===== src/rtl/lpm_and_serial.sv =====
// Serial bit-wise AND: folds up to lpm_size input beats into one lpm_width
// result per frame, with valid/ready handshakes on both sides.
module lpm_and_serial #(
    parameter int lpm_width  = 1,
    parameter int lpm_size   = 2,
    parameter int lpm_widthc = 8,
    parameter     lpm_type   = "lpm_and_serial"
) (
    input  logic                  clock,
    input  logic                  reset_n,
    input  logic                  sclr,
    input  logic                  in_valid,
    output logic                  in_ready,
    input  logic [lpm_width-1:0]  in_data,
    input  logic                  in_last,
    output logic                  out_valid,
    input  logic                  out_ready,
    output logic [lpm_width-1:0]  out_result,
    output logic [lpm_widthc-1:0] out_beats
);

    if (lpm_width <= 0 || lpm_size <= 0 || lpm_size >= (2 ** lpm_widthc)) begin : g_param_err
        $fatal(1, "lpm_and_serial: illegal lpm_width/lpm_size/lpm_widthc");
    end

    typedef enum logic {
        ACCUM = 1'b0,
        HOLD  = 1'b1
    } state_e;

    localparam logic [lpm_widthc-1:0] CNT_LAST = lpm_widthc'(lpm_size - 1);

    state_e                  state_q, state_d;
    logic [lpm_widthc-1:0]   cnt_q, cnt_d;
    logic [lpm_widthc-1:0]   beats_q, beats_d;
    logic [lpm_width-1:0]    acc_q, acc_d;
    logic [lpm_width-1:0]    res_q, res_d;
    logic [lpm_width-1:0]    acc_next;
    logic                    accept, xfer, close;

    assign accept   = in_valid & in_ready;
    assign xfer     = out_valid & out_ready;
    assign acc_next = (cnt_q == '0) ? in_data : (acc_q & in_data);
    // in_last on the beat that also hits the size limit is still just one close.
    assign close    = accept & (in_last | (cnt_q == CNT_LAST));

    // NOTE: sequential state uses non-blocking assignments so every register
    // samples the pre-edge values of its peers.
    always_ff @(posedge clock or negedge reset_n) begin
        if (!reset_n) begin
            state_q <= ACCUM;
        end else begin
            state_q <= state_d;
        end
    end

    always_comb begin
        state_d = state_q;
        if (sclr) begin
            state_d = ACCUM;
        end else if (close) begin
            state_d = HOLD;
        end else if (xfer) begin
            state_d = ACCUM;
        end
    end

    always_comb begin
        out_valid = (state_q == HOLD);
        in_ready  = !out_valid | out_ready;
    end

    always_comb begin
        // NOTE: every variable gets a default first so no path infers a latch.
        cnt_d   = cnt_q;
        acc_d   = acc_q;
        res_d   = res_q;
        beats_d = beats_q;
        if (sclr) begin
            cnt_d = '0;
            acc_d = '0;
        end else if (close) begin
            acc_d   = acc_next;
            res_d   = acc_next;
            beats_d = cnt_q + lpm_widthc'(1);
            cnt_d   = '0;
        end else if (accept) begin
            acc_d = acc_next;
            cnt_d = cnt_q + lpm_widthc'(1);
        end
    end

    always_ff @(posedge clock or negedge reset_n) begin
        if (!reset_n) begin
            cnt_q   <= '0;
            acc_q   <= '0;
            res_q   <= '0;
            beats_q <= '0;
        end else begin
            cnt_q   <= cnt_d;
            acc_q   <= acc_d;
            res_q   <= res_d;
            beats_q <= beats_d;
        end
    end

    assign out_result = res_q;
    assign out_beats  = beats_q;

endmodule


===== config.mk =====
export PLATFORM = sky130hd
export DESIGN_NAME = lpm_and_serial
export DESIGN_NICKNAME = d
export VERILOG_FILES = /design/src/rtl/lpm_and_serial.sv
export SDC_FILE = /design/constraint.sdc
export NUM_CORES = 1
export LEC_CHECK = 0
export BUFFER_PORTS_ARGS = -buffer_cell sky130_fd_sc_hd__buf_4
export CORE_AREA = 2 2 48 59
export DETAILED_ROUTE_END_ITERATION = 12
export DIE_AREA = 0 0 50 61
export PLACE_DENSITY_LB_ADDON = 0.08
export SKIP_LAST_GASP = 1
export SLEW_MARGIN = 20
export SYNTH_ARGS = -nofsm -noshare
export SYNTH_HDL_FRONTEND = slang
export SYNTH_SLANG_ARGS = --single-unit

===== constraint.sdc =====
create_clock -name clock -period 3.2 [get_ports clock]
set_clock_uncertainty 0.05 [all_clocks]
set_input_delay 0.16 -clock clock [delete_from_list [all_inputs] [get_ports clock]]
set_output_delay 0.16 -clock clock [all_outputs]
set_load 0.01 [all_outputs]

==> results of run 1 <==
## area by class of cell
cell class	count	area (um^2)	share of cell area, %
tap	33	41.29	3.526
sequential	19	475.5	40.60
inverter	10	37.54	3.205
clock buffer	4	26.28	2.244
timing repair buffer	19	147.6	12.61
multi-input combinational	59	442.9	37.82
## worst max-delay path, cell delays in order, from the launching register on
cell and delay (ns):
dfrtp_1 0.49, nor4_4 0.37, a31oi_4 0.20, nor3_4 0.48, mux2_2 0.40
## cells by family (layout without fill, tap and decap cells)
kind of cell,count (synthesis),after routing
simple gates,26,26
flops,19,19
compound gates,16,16
buf+inv,11,33
mux,9,9
xor+xnor,5,5
fa+ha+maj,3,3
## worst max-delay path by stage
stage	end	slack (ns)	from	cells past startpoint
finish	out_beats[7]$_DFFE_PN0P_	1.10	cnt_q[2]$_DFFE_PN0P_	4
floorplan	out_beats[0]$_DFFE_PN0P_	1.34	cnt_q[2]$_DFFE_PN0P_	5
detailed placement	out_beats[3]$_DFFE_PN0P_	1.09	cnt_q[3]$_DFFE_PN0P_	4
global route	out_beats[7]$_DFFE_PN0P_	0.97	cnt_q[2]$_DFFE_PN0P_	4
CTS	out_beats[3]$_DFFE_PN0P_	1.06	cnt_q[2]$_DFFE_PN0P_	4
global placement	out_beats[2]$_DFFE_PN0P_	1.14	cnt_q[3]$_DFFE_PN0P_	4
## metrics by stage
step / cell area, um^2 / cells / setup WS [ns] / hold slack [ns]
finish: 1171 / 144 / 1.100 / 0.1409
global placement: 1125 / 138 / 1.141 / 0.001414
floorplan: 967.2 / 89 / 1.341 / -0.1856
global route: 1171 / 144 / 0.9731 / 0.1446
detailed placement: 1125 / 138 / 1.086 / 0.002675
CTS: 1171 / 144 / 1.061 / 0.1411
## flip-flops by register name, indices dropped and copies added, names as in the netlist
register    count
cnt_q           8
out_beats       8
acc_q           1
out_result      1
out_valid       1
## cell usage after synthesis, types with 2 or more instances
library cell,count,area [um^2]
mux2i_1,3,30.03
nand2_1,7,26.28
nor2b_1,2,12.51
o21ai_0,6,30.03
xor2_1,3,26.28
a31oi_1,5,31.28
dfrtp_1,19,475.5
nand4_1,2,12.51
mux2_2,6,67.56
nand2b_1,2,12.51
xnor2_1,2,17.52
ha_1,3,37.54
nor2_1,4,15.01
inv_1,10,37.54
nand3_1,5,25.02
## per-layer routing
layer | vias up | GRT usage (%) | routed length (um)
met2 | 20 | 25.94 | 921
met3 | 4 | 1.478 | 71
met1 | 342 | 20.31 | 1001
met5 | - | 0 | 0
li1 | 355 | - | -
met4 | 0 | 8.730 | 34
## where the power goes
group / total [mW] / switching (mW) / internal [mW]
clock network: 0.127 / 0.0787 / 0.0487
registers: 0.257 / 0.00680 / 0.251
logic: 0.0658 / 0.0333 / 0.0325
==> impl_metrics.py, run 1 <==
metrics = {
    "logic_synthesis": {
        "synth_ff_type": "dfrtp_1",
        "synth_cell_types": 25,
        "synth_area_per_cell_um2": 10.87,
        "synth_area_um2": 967.2,
        "synth_xor_area_share_pct": 4.528,
        "synth_top_family_by_area": "simple AND/OR/NAND/NOR gates",
        "synth_mux_area_share_pct": 10.09,
        "ys_ff_latch": 19,
        "synth_compound_area_share_pct": 11.38,
        "synth-edff-count": 0,
        "syn-num-nets": 99,
        "synthArstFlopShare_pct": 100.0,
        "yosysSeqAreaShare_pct": 49.16,
        "netlist_instances": 89,
        "synthAdderAreaFrac_pct": 3.881,
        "ys.warnings.count": 0,
        "yosys.area_share.simple_pct": 15.91,
    },
    "grt": {
        "grt_max_degree": 20,
        "grt_use_total_pct": 15.66,
        "grt_pass1_vias": 737,
        "antenna_found_initial": 0,
        "gr-total-overflow": 0,
        "grt_pass1_wl_um": 3532,
    },
    "status": {
        "status": "complete, no violations",
    },
    "cells_and_area": {
        "final_cell_mix": "19 x dfrtp_1, 17 x buf_4, 10 x inv_1",
        "nNetsFinal": 122,
        "num_antenna_cells": 0,
        "utilization_pct": 47.27,
        "drive_gt1_share_pct": 26.13,
        "area_delta_synth_final_pct": 21.09,
        "num-fill-cells": 240,
        "final_common_cell": "dfrtp_1",
    },
    "route": {
        "post_drt_wl_per_cell_um": 14.08,
        "drtAntennaViolNets": 0,
        "vias": 721,
        "vias_per_cell": 5.007,
        "drt-initial-drc-count": 12,
        "routed_wl_um": 2028,
        "drt_first_pass_iters": 4,
        "drc": 0,
    },
    "power_and_ir_drop": {
        "irDropWorstVdd_v": 0.0002224,
        "total_power_mw": 0.4505,
        "power.leakage_nw": 0.5232,
        "p_per_area_mw_per_mm2": 384.7,
    },
    "critical_path": {
        "r2r_end": "out_beats[7]$_DFFE_PN0P_",
        "critPathKind": "reg2reg",
        "start_kind": "register",
        "ff2ff_path_depth": 4,
        "r2r_slack_ns": 1.10,
        "crit_required_ns": 3.35,
        "end_kind": "register",
        "path_max_fanout": 10,
        "crit_arrival_ns": 2.25,
        "r2r-start": "cnt_q[2]$_DFFE_PN0P_",
    },
    "timing": {
        "slew_viol_final": 0,
        "max_freq_mhz": 476.2,
        "min_period_ns": 2.100,
        "setup_tns_ns": 0,
        "period_share_pct": 65.63,
        "setup_viol_count_final": 0,
        "slew_headroom_pct": 55.09,
        "max_slew.worst_pin.slew_ns": 0.6736,
        "hold_viol": 0,
        "rsz0062_at_grt": "false",
    },
    "job": {
        "drv_cap": 0,
    },
    "die": {
        "start_util_pct": 39.04,
        "coreArea_mm2": 0.002477,
        "rows": 20,
        "fp.dieW_um": 50,
        "die_area_mm2": 0.003050,
        "die_h_um": 61,
        "ioPinCount": 18,
    },
    "clock_network": {
        "h-tree-depth": 1,
        "numCtsBuffers": 3,
        "clock_path_buffers": 2,
        "postCtsHoldBufs": 2,
        "cts.sinks": 19,
        "cts-resized-gates": 0,
        "clock_insertion_delay_worst_skew_ns": 0.31,
        "clk_pin_slew_ns": 0.12,
        "cts_root_buffer": "clkbuf_4",
        "post-cts-setup-buffers": 0,
        "cts_tree": "built",
    },
    "worst_hold_path": {
        "hold_path_end": "cnt_q[2]$_DFFE_PN0P_",
        "whs_path_depth": 4,
        "min-delay-start": "in_last",
        "min_path_type": "in2reg",
    },
    "place": {
        "numPortBuffers": 17,
        "place_congestion": 0.8720,
        "dp_hpwl_um": 1432,
    },
}
Power figures use the tool's default switching activity.
==> run 2: changes to the inputs <==
- ABC_AREA: unset -> 1
- CORE_AREA: 2 2 48 59 -> 2 2 50 61
- DIE_AREA: 0 0 50 61 -> 0 0 52 63
- clock period: 3.2 -> 2.1 ns (I/O delays scaled with it)
==> run 2 against run 1 <==
Sequential power grew 52%. Count of clock-buffer cells in the layout stayed put. Routed wire length increased by 3.9%. Critical endpoint is now out_beats[0]$_DFFE_PN0P_. Synthesized area increased by 5.6%. Synthesized cell count is 42% higher. Worst hold slack worse by 0.11 ns. Register-to-register slack got worse by 0.42 ns. Flip-flop and latch count did not move. Worst setup slack lost 0.42 ns. Largest power group unchanged. Combinational power grew 67%. Design area grew 4.7%. Highest routed layer unchanged. Global-route usage decreased by 1.1 points.
==> impl_metrics.py, run 2 <==
metrics = {
    "critical_path": {
        "cp_slowest_stage_delay_ns": 0.41,
        "r2r-start": "cnt_q[1]$_DFFE_PN0P_",
        "cpMaxStageDelayCell": "dfrtp_1",
        "path_max_fanout": 10,
        "cp_common_cell": "nand2_1",
        "end_kind": "register",
        "crit_required_ns": 2.25,
        "start_kind": "register",
        "cp_cell_sequence": "inv_1, ha_1, nand2_2, o21bai_4, nand2_4, nand2_1, nand2_1",
        "crit_arrival_ns": 1.57,
        "critPathKind": "reg2reg",
        "crit_path_start": "cnt_q[1]$_DFFE_PN0P_",
    },
    "logic_synthesis": {
        "ys_ff_latch": 19,
        "synthAdderAreaFrac_pct": 3.676,
        "ys_top_cells_by_count": "45 x nand2_1, 19 x dfrtp_1, 17 x nand3_1",
        "synth_top_area_cell": "dfrtp_1",
        "synth_area_per_cell_um2": 8.103,
        "synth_top_family_by_area": "simple AND/OR/NAND/NOR gates",
        "yosys.area_share.simple_pct": 36.03,
        "synth_ff_type": "dfrtp_1",
        "synth_compound_area_share_pct": 6.005,
        "synthTopCellsByArea": "dfrtp_1 47%, nand2_1 17%, nand3_1 8.3%",
        "synth_top_area_share_pct": 46.57,
        "synth-edff-count": 0,
        "yosysSeqAreaShare_pct": 46.57,
        "synth_area_mm2": 0.001021,
        "synthArstFlopShare_pct": 100.0,
        "synth_xor_area_share_pct": 2.574,
        "ys.warnings.count": 0,
        "netlist_instances": 126,
        "synth_cell_types": 16,
        "synth.most_common_cell": "nand2_1",
        "syn-num-nets": 136,
        "synth_mux_area_share_pct": 0,
    },
    "grt": {
        "grt_max_degree": 20,
        "grt_use_total_pct": 14.59,
        "grt_pass1_wl_um": 3588,
        "gr-total-overflow": 0,
        "antenna_found_initial": 0,
        "grt_pass1_vias": 792,
    },
    "timing": {
        "max_slew.worst_pin.slew_ns": 0.4525,
        "rsz0062_at_grt": "false",
        "period_share_pct": 67.60,
        "setup_viol_count_final": 0,
        "max_freq_mhz": 704.4,
        "fin_ws_ns": 0.6804,
        "setup_tns_ns": 0,
        "slew_headroom_pct": 69.77,
        "min_period_ns": 1.420,
        "hold_viol": 0,
        "slew_viol_final": 0,
    },
    "route": {
        "routed_wl_um": 2108,
        "dr.max_layer_used": "met4",
        "met3_length_um": 71,
        "vias_per_cell": 4.714,
        "drtAntennaViolNets": 0,
        "met1Wirelength_um": 983,
        "post_drt_wl_per_cell_um": 11.58,
        "vias": 858,
        "drc": 0,
        "drt_first_pass_iters": 5,
        "drt-initial-drc-count": 25,
        "met2_length_um": 1003,
    },
    "power_and_ir_drop": {
        "p_per_area_mw_per_mm2": 566.3,
        "total_power_mw": 0.6944,
        "irDropWorstVdd_v": 0.0002801,
        "power.leakage_nw": 0.6748,
    },
    "clock_network": {
        "cts_root_buffer": "clkbuf_4",
        "numCtsBuffers": 3,
        "cts_tree": "built",
        "clock_insertion_delay_worst_skew_ns": 0.30,
        "cts-resized-gates": 0,
        "clock_path_buffers": 2,
        "clk_pin_slew_ns": 0.11,
        "cts.sinks": 19,
        "h-tree-depth": 1,
    },
    "cells_and_area": {
        "final_cell_mix": "45 x nand2_1, 19 x dfrtp_1, 17 x nand3_1, 17 x buf_4, 11 x inv_1",
        "drive_gt1_share_pct": 21.62,
        "area_delta_synth_final_pct": 20.10,
        "nNetsFinal": 159,
        "utilization_pct": 45.31,
        "final-instance-count-excl-fill": 182,
        "final_common_cell": "nand2_1",
        "num_antenna_cells": 0,
    },
    "die": {
        "ioPinCount": 18,
        "coreArea_mm2": 0.002706,
        "start_util_pct": 37.73,
        "rows": 21,
        "die_h_um": 63,
        "die_area_mm2": 0.003276,
        "fp.dieW_um": 52,
    },
    "place": {
        "place_congestion": 0.8178,
        "numPortBuffers": 17,
        "dp_cells": 176,
        "place_ws_ns": 0.6925,
        "dp_hpwl_um": 1548,
    },
    "status": {
        "status": "complete, no violations",
    },
    "job": {
        "drv_cap": 0,
    },
    "worst_hold_path": {
        "min-delay-start": "out_ready",
        "min_path_type": "in2reg",
    },
}
[run 2: cell types whose count changed after synthesis, moves of 3 or more]
cell / delta
nand3_1: +12
nor2_2: +4
nand2_2: +4
nand2_1: +38
mux2i_1: -3
a31oi_1: -5
mux2_2: -6
[run 2: what timing repair did]
item,in CTS,in global routing
hold endpoints to repair,20,0
hold buffers,2,0
setup buffers,0,0
[run 2: cells by family (layout without fill, tap and decap cells)]
| group | count (synthesis) | in the layout |
|---|---|---|
| DFF | 19 | 19 |
| AOI/OAI and AO/OA | 9 | 9 |
| xor gates and xnor gates | 3 | 3 |
| and+or+nand+nor | 80 | 80 |
| adders and majority gates | 3 | 3 |
| buffers and inverters | 12 | 34 |
[run 2: power by group]
group	switching [mW]	total [mW]	internal, mW
Combinational	0.0634	0.110	0.0463
Clock	0.120	0.194	0.0741
Sequential	0.00969	0.391	0.381
Total	0.193	0.694	0.502
[run 2: layer usage]
layer | global-route usage (%) | vias up
met1 | 18.73 | 393
li1 | - | 444
met5 | 0 | -
met4 | 7.237 | 0
met3 | 2.392 | 5
met2 | 23.10 | 16
[run 2: metrics by stage]
| stage | instance area [um^2] | hold WS (ns) |
|---|---|---|
| 2_1_floorplan | 1021 | -0.2406 |
| 3_3_place_gp | 1180 | -0.05768 |
| 3_5_place_dp | 1180 | -0.05350 |
| 4_1_cts | 1226 | 0.03171 |
| 5_1_grt | 1226 | 0.03892 |
| 6_report | 1226 | 0.03420 |
[run 2: area by class of cell]
type	count	area [um^2]
well taps	34	42.54
fillers	284	1480
multi-input cells	95	493.0
repair buffers	19	147.6
clock buffers	4	26.28
flip-flops and latches	19	475.5
inverters	11	41.29
[run 2: worst max-delay path, delay by kind of cell, from the launching register on]
family / cells / cell delay [ns]
AND/OR/NAND/NOR: 4 / 0.34
buffers and inverters: 1 / 0.10
adder cells (fa/ha/maj): 1 / 0.17
flip-flops: 1 / 0.41
AO/OA/AOI/OAI: 1 / 0.25
[run 2: final timing paths]
path	endpoint	slack, ns	depth (start not counted)
setup / recovery	out_beats[0]$_DFFE_PN0P_	0.68	7
hold / removal	out_valid$_DFFE_PN0P_	0.03	4
setup reg to reg	out_beats[0]$_DFFE_PN0P_	0.68	7
hold reg to reg	out_beats[4]$_DFFE_PN0P_	0.43	2
max in group asynchronous	cnt_q[4]$_DFFE_PN0P_	1.65	2
min in group asynchronous	out_beats[5]$_DFFE_PN0P_	0.14	2
